**src/rtl/serial_adder_pkg.sv**
```systemverilog
// Shared definitions for the nibble-serial adder: controller states, slice width
// and the nibble-index width helper.
package serial_adder_pkg;

    typedef enum logic [1:0] {
        IDLE,
        RUN,
        DONE
    } state_e;

    localparam int NIBBLE_W = 4;

    // Width of a counter that must reach nibbles-1; never narrower than one bit.
    function automatic int idx_width(input int nibbles);
        return (nibbles > 1) ? $clog2(nibbles) : 1;
    endfunction

endpackage

```
**src/rtl/add4_slice.sv**
```systemverilog
// Purely combinational 4-bit adder with carry in and carry out; the only adder
// in the nibble-serial datapath.
module add4_slice
    import serial_adder_pkg::*;
(
    input  logic [NIBBLE_W-1:0] a_i,
    input  logic [NIBBLE_W-1:0] b_i,
    input  logic                c_i,
    output logic [NIBBLE_W-1:0] s_o,
    output logic                c_o
);

    assign {c_o, s_o} = (NIBBLE_W + 1)'(a_i) + (NIBBLE_W + 1)'(b_i) + (NIBBLE_W + 1)'(c_i);

endmodule

```
**src/rtl/nibble_serial_adder.sv**
```systemverilog
// WIDTH-bit adder that reuses one 4-bit slice, LSB nibble first, with valid/ready
// on both sides. Define SERIAL_ADD_SUB_EN to add the in_sub port (A - B support).
module nibble_serial_adder
    import serial_adder_pkg::*;
#(
    parameter int WIDTH = 16
) (
    input  logic             clk,
    input  logic             rst,
    input  logic             in_valid,
    output logic             in_ready,
    input  logic [WIDTH-1:0] in_a,
    input  logic [WIDTH-1:0] in_b,
    input  logic             in_cin,
`ifdef SERIAL_ADD_SUB_EN
    input  logic             in_sub,
`endif
    output logic             out_valid,
    input  logic             out_ready,
    output logic [WIDTH-1:0] out_sum,
    output logic             out_cout,
    output logic             out_ovf,
    output logic             busy
);

    localparam int                   NIBBLES  = WIDTH / NIBBLE_W;
    localparam int                   IDX_W    = idx_width(NIBBLES);
    localparam logic [IDX_W-1:0]     LAST_IDX = IDX_W'(NIBBLES - 1);
    localparam logic [WIDTH-1:0]     NIB_MASK = WIDTH'({NIBBLE_W{1'b1}});

    state_e             state_q;
    logic [WIDTH-1:0]   a_q;
    logic [WIDTH-1:0]   b_q;
    logic [WIDTH-1:0]   sum_q;
    logic               carry_q;
    logic               cout_q;
    logic               ovf_q;
    logic [IDX_W-1:0]   idx_q;

    logic [WIDTH-1:0]    b_eff;
    logic                cin_eff;
    logic [IDX_W+1:0]    shamt;
    logic [NIBBLE_W-1:0] a_nib;
    logic [NIBBLE_W-1:0] b_nib;
    logic [NIBBLE_W-1:0] s_nib;
    logic                c_nib;
    logic [WIDTH-1:0]    sum_d;

`ifdef SERIAL_ADD_SUB_EN
    // Subtraction is A + ~B + 1; in_cin has no meaning in that mode.
    assign b_eff   = in_sub ? ~in_b : in_b;
    assign cin_eff = in_sub ? 1'b1  : in_cin;
`else
    assign b_eff   = in_b;
    assign cin_eff = in_cin;
`endif

    // Bit offset of the current nibble (index * 4).
    assign shamt = {idx_q, 2'b00};
    assign a_nib = NIBBLE_W'(a_q >> shamt);
    assign b_nib = NIBBLE_W'(b_q >> shamt);

    add4_slice u_slice (
        .a_i (a_nib),
        .b_i (b_nib),
        .c_i (carry_q),
        .s_o (s_nib),
        .c_o (c_nib)
    );

    assign sum_d = (sum_q & ~(NIB_MASK << shamt)) | (WIDTH'(s_nib) << shamt);

    // NOTE: state is updated with non-blocking assignments so every register
    // samples pre-edge values regardless of statement order.
    always_ff @(posedge clk or posedge rst) begin
        if (rst) begin
            state_q <= IDLE;
            a_q     <= '0;
            b_q     <= '0;
            sum_q   <= '0;
            carry_q <= 1'b0;
            cout_q  <= 1'b0;
            ovf_q   <= 1'b0;
            idx_q   <= '0;
        end else begin
            case (state_q)
                IDLE: begin
                    if (in_valid) begin
                        a_q     <= in_a;
                        b_q     <= b_eff;
                        carry_q <= cin_eff;
                        idx_q   <= '0;
                        sum_q   <= '0;
                        cout_q  <= 1'b0;
                        ovf_q   <= 1'b0;
                        state_q <= RUN;
                    end
                end
                RUN: begin
                    sum_q   <= sum_d;
                    carry_q <= c_nib;
                    if (idx_q == LAST_IDX) begin
                        cout_q  <= c_nib;
                        ovf_q   <= (a_q[WIDTH-1] == b_q[WIDTH-1]) &&
                                   (s_nib[NIBBLE_W-1] != a_q[WIDTH-1]);
                        state_q <= DONE;
                    end else begin
                        idx_q <= idx_q + 1'b1;
                    end
                end
                DONE: begin
                    if (out_ready) begin
                        state_q <= IDLE;
                    end
                end
                default: state_q <= IDLE;
            endcase
        end
    end

    assign in_ready  = (state_q == IDLE);
    assign out_valid = (state_q == DONE);
    assign busy      = (state_q != IDLE);
    assign out_sum   = sum_q;
    assign out_cout  = cout_q;
    assign out_ovf   = ovf_q;

endmodule

```
**config.mk**
```make
export PLATFORM = sky130hd
export DESIGN_NAME = nibble_serial_adder
export DESIGN_NICKNAME = d
export VERILOG_FILES = /design/src/rtl/serial_adder_pkg.sv /design/src/rtl/add4_slice.sv /design/src/rtl/nibble_serial_adder.sv
export SDC_FILE = /design/constraint.sdc
export NUM_CORES = 1
export LEC_CHECK = 0
export CAP_MARGIN = 20
export CORE_MARGIN = 2
export CORE_UTILIZATION = 46
export DETAILED_ROUTE_END_ITERATION = 6
export PLACE_DENSITY_LB_ADDON = 0.05
export SETUP_SLACK_MARGIN = 0.02
export SYNTH_ARGS = -nofsm -noshare
export SYNTH_HDL_FRONTEND = slang
export SYNTH_SLANG_ARGS = --single-unit
```
**constraint.sdc**
```tcl
create_clock -name clk -period 2.56 [get_ports clk]
set_clock_uncertainty 0.2 [all_clocks]
set_input_delay 0.64 -clock clk [delete_from_list [all_inputs] [get_ports clk]]
set_output_delay 0.64 -clock clk [all_outputs]
set_load 0.05 [all_outputs]
```
# [After elaboration in Yosys (flattened, before gate mapping)]
# Cells that the tools add are included.
[classes] n_reduce_logical=9 add_sub_neg=3 n_bitwise=3 muxes=16 n_eq_ne=9 shifts=4
[ops] operator="one-hot mux 16 bit (2 select lines)" count=1
[ops] operator="right shift 16 x 4 -> 4 bit" count=2
[ops] operator="AND 16 bit" count=1
[ops] operator="2-to-1 mux 16 bit" count=1
[ops] operator="NOT 16 bit" count=1
[ops] operator="bitwise OR 16 bit" count=1
[ops] operator="<< shifter 4 x 4 -> 16 bit" count=1
[ops] operator="<< shifter 4 x 4 -> 16 bit, first input constant" count=1
[ops] operator="2-to-1 mux 2 bit" count=5
[ops] operator="AND reduction 3 bit" count=3
[ops] operator="inequality test 2 bit, second input constant" count=3
[ops] operator="one-hot mux 1 bit (2 select lines)" count=3
[ops] operator="one-hot mux 2 bit (3 select lines)" count=1
[ops] operator="adder 4 x 4 -> 5 bit" count=1
[ops] operator="adder 5 x 1 -> 5 bit" count=1
[ops] operator="== test 2 bit, second input constant" count=2
[ops] operator="2-to-1 mux 1 bit" count=4
[ops] operator="one-hot mux 2 bit (2 select lines)" count=1
[ops] operator="AND reduction 2 bit" count=2
[ops] operator="nonzero test 2 bit" count=2
[ops] operator="adder 2 x 1 -> 2 bit, second input constant" count=1
[ops] operator="== test 2 x 1 -> 1 bit, second input constant" count=1
[ops] operator="logical NOT 2 bit" count=1
[ops] operator="inequality test 2 x 1 -> 1 bit, second input constant" count=1
[ops] operator="other kinds (3)" count=3
[totals] inputBits=37 register_bits=55 output_inout_bits=21

# [Logic depth before layout (Yosys ltp)]
[logic_depth] depth_word=7 mapped_depth=7 depth_no_buf=6

# [By module]
# From an unflattened synthesis, not the netlist that was laid out.
[hier_totals] hier_cells=188 hier_area_um2=2767.7
[by_module_without_submodules] mod="nibble_serial_adder" area_each_um2=2623.8 cells_each=172 instances=1 seq_area_each_um2=1376.3
[by_module_without_submodules] mod="add4_slice" area_each_um2=143.9 cells_each=16 instances=1 seq_area_each_um2=0.0

# [Worst setup path before layout]
# OpenSTA, ideal clock, no wires.
[synth_path] kind="flip-flop to flip-flop" startpoint="reg idx_q[0]" endpoint="reg cout_q (netlist: out_cout)" stages_incl_launch_ff=8 period_less_slack_ps=2806 t_required_ps=2221 t_arrival_ps=2468 setup_ps=139 path_slack_ps=-246 n_path_buf=1 path_cell_list="dfrtp_1 > buf_2 > mux4_2 > fa_1 > fa_1 > a21o_1 > a21oi_1 > o221ai_1"
[synth_between] elab_chain_len=5 elab_cells_between_ends=9
[synth_lines] element="from (decl)" line_no="nibble_serial_adder.sv:38" source="logic [IDX_W-1:0] idx_q;"
[synth_lines] element="from (signal assigned)" line_no="nibble_serial_adder.sv:108" source="idx_q <= idx_q + 1'b1;"
[synth_lines] element="right shift 16 x 4 -> 4 bit, on equally long branches" line_no="nibble_serial_adder.sv:60, nibble_serial_adder.sv:61"
[synth_lines] element="adder 4 x 4 -> 5 bit" line_no="add4_slice.sv:13" source="assign {c_o, s_o} = (NIBBLE_W + 1)'(a_i) + (NIBBLE_W + 1)'(b_i) + (NIBBLE_W + 1)'(c_i);"
[synth_lines] element="adder 5 x 1 -> 5 bit" line_no="add4_slice.sv:13"
[synth_lines] element="2-to-1 mux 1 bit" line_no="nibble_serial_adder.sv:102" source="if (idx_q == LAST_IDX) begin"
[synth_lines] element="one-hot mux 1 bit (2 select lines)" line_no="nibble_serial_adder.sv:86" source="case (state_q)"
[synth_lines] element="to (signal assigned)" line_no="nibble_serial_adder.sv:103" source="cout_q <= c_nib;"
[synth_lines] element="to (decl)" line_no="nibble_serial_adder.sv:36" source="logic cout_q;"
# Parallel ways exist; a longest one is shown, timed or not. The select of a mux whose other input is x is not followed.
# A chain may end at the register's enable or synchronous reset.

# [Worst setup path after layout]
# Ends and elaborated chain as after synthesis.

==> run summary <==
Worst slew pin tran = 0.5350 ns
Post-synth cell types = 33
Grt total ovfl = 0
FP Rows = 27
Placer Congestion = 0.7756
DP Worst Slack = -0.07630 ns
Post-synth top area cell = dfrtp_1
TritonCTS clock tree = done
CTS max path bufs = 2
Clk Latency, worst-skew pair = 0.30 ns
Clk root buf = clkbuf_8
Syn nets = 229
Die height = 80.46 um
Initial antenna violation count = 0
Fillers = 422
Lkg Pwr = 0.001566 uW
Outcome = finished clean
Crit path buf inv count = 0
Hold_sp = out_ovf
Unrepaired setup endpoints after global routing = yes
Mapped Cells = 183
Area of the multi-input gates = 1244 um2
CTS Sinks = 55
Total wire length = 5.796 mm
First-pass GRT wire length = 9.666 mm
Setup CP Type = register to register
Nets = 295
Slowest cell on the critical path = mux4_2
Final WS setup = 0.006465 ns
Crit-path most repeated cell = fa_2
Synth top area cells = dfrtp_1, mux2_4, mux4_2
Drt first pass iters = 4
Via density = 5.351
Final hold violation count = 0
GRT Total Usage = 19.95%
Final Critical Period = 2.554 ns
Max H-tree Level = 2
Launch point of the worst path = idx_q[0]
Most frequent cells in the layout = dfrtp_1, clkdlybuf4s50_1, mux2_4
Post-synthesis sequential area ratio = 51.19%
Core ar. = 5574 um2
Max-cap violations = 0
DR iter-0 viols = 110
# diodes = 0
Data arrival time of the worst path = 2.53 ns
Non-Filler Instances = 322
Input/output buffers = 57
Pwr dens = 1576 nW/um2
Syn_area_per_cell = 14.69 um2
Die footprint = 6473 um2
End-of-flow core utilization = 63.10%
Crit path max-delay family = adder cells
Reg2Reg Launch Point = idx_q[0]
Largest net degree at the start of global routing = 35
Setup total negative slack = 0 ns
Worst setup EP type = register
Maximum fanout along the worst path = 4
Final setup viols = 0
Slew Viols, Final = 0
Vias post-DR = 1,723
DP HPWL = 4.399 mm
Ratio of cells with drive above 1 in the final layout = 29.20%
Max-slew headroom = 64.06%
Peak supply drop = 0.8811 mV
Critical path required time = 2.53 ns
DP Cell Count = 314
Vias in the first global route = 1,915
P&R area growth vs syn = 30.80%
CP Launch Type = register
Yosys reg bits = 55
Yosys Warn Count = 0
Hold WC Path Type = register to register
Boundary pin count = 58
Clk pin slew, worst setup/hold paths = 0.09 ns
Mapped cell area = 2689 um2
Register area = 1378 um2
Die Wd = 80.46 um
Number of buffers created by CTS = 5
Remaining antenna violation count = 0
Wire length per cell = 18.00 um
CP peak stage delay = 0.54 ns
Crit share post-route = 99.75%
Max Fclk = 391.6 MHz
Initial core utilization = 48.24%
Synth top area share = 51.19%
Final routed DRC violation total = 0
Total Power = 5544 uW
Cell Chain, Critical Path = mux4_2, fa_2, fa_2, a21o_1, a21oi_2, o221ai_1
==> cell type report <==
type                       instances  area share [%]
multi-input combinational        114           35.36
sequential                        55           39.17
tap                               72           2.561
clock inverter                     1          0.2134
timing repair buffer              68           19.42
inverter                           5          0.5336
clock buffer                       7           2.739
==> state kept, by name (all words and copies together) (netlist names) <==
signal	flops
out_cout	1
out_ovf	1
carry_q	1
idx_q	2
out_sum	16
a_q	16
b_q	16
state_q	2
==> power by group <==
group	internal, uW	switching (uW)	leakage, uW
Clock	247	276	0.0000505
Sequential	1270	296	0.000677
Combinational	1760	1700	0.000839
Total	3270	2270	0.00157
==> tightest hold or removal path: stages, from the launching register on <==
cell     delay (ns)
dfrtp_1        0.38
nand2_1        0.05
nand3_1        0.06
==> path summary, 6_finish.rpt <==
check / end / slack, ns / cells past startpoint
worst max-delay path: out_cout / 0.006 / 6
worst min-delay path: out_ovf / 0.32 / 2
worst max register to register: out_cout / 0.006 / 6
worst min register to register: out_ovf / 0.32 / 2
max in group asynchronous: idx_q[0] / 1.14 / 3
min in group asynchronous: b_q[1] / 0.47 / 2
==> synthesized netlist by cell type, drive strengths merged <==
master and count:
nor2b 1, xor2 1, clkbuf 1, nor3 4, or3 1, ha 7, inv 5, fa 2
o21ai 1, mux2 33, nand3 2, nor3b 1, nand2 11, buf 8, a21o 6, o21bai 1
a211o 1, and2 1, dfrtp 55, o2111ai 1, a21oi 3, nor2 2, o221ai 2, xnor2 1
or2 1, a22o 19, mux4 8, nand2b 4
==> metal layers <==
metal	global-route usage [%]	share of wire (%)	wire [um]	vias up
li1	-	-	-	799
met1	25.15	42	2455	867
met2	34.92	52	3035	48
met3	4.607	3.8	222	9
met4	4.576	1.4	82	0
met5	0	0	0	-
==> cell families after synthesis <==
family,Yosys count,share of synthesized area (%)
multiplexers,41,24.43
adder cells (fa/ha/maj),9,4.746
buffers and inverters,14,3.629
AO/OA/AOI/OAI,34,10.19
flip-flops,55,51.19
XOR/XNOR,2,0.6516
AND/OR/NAND/NOR,28,5.166
==> stage by stage <==
step                      cell area [um2]  hold slack, ns
after global placement               3393          0.2897
after global routing                 3517          0.3408
final                                3517          0.3164
after detailed placement             3393          0.2915
after CTS                            3502          0.3193
after floorplan                      2705          0.2751
==> what timing repair did <==
action                                  CTS  global route
gates resized for setup                   2             2
endpoints found under the setup margin   11            11
hold buffers                              0             0
setup buffers                             0             0
pin swaps                                 1             0
Power figures use the tool's default switching activity.
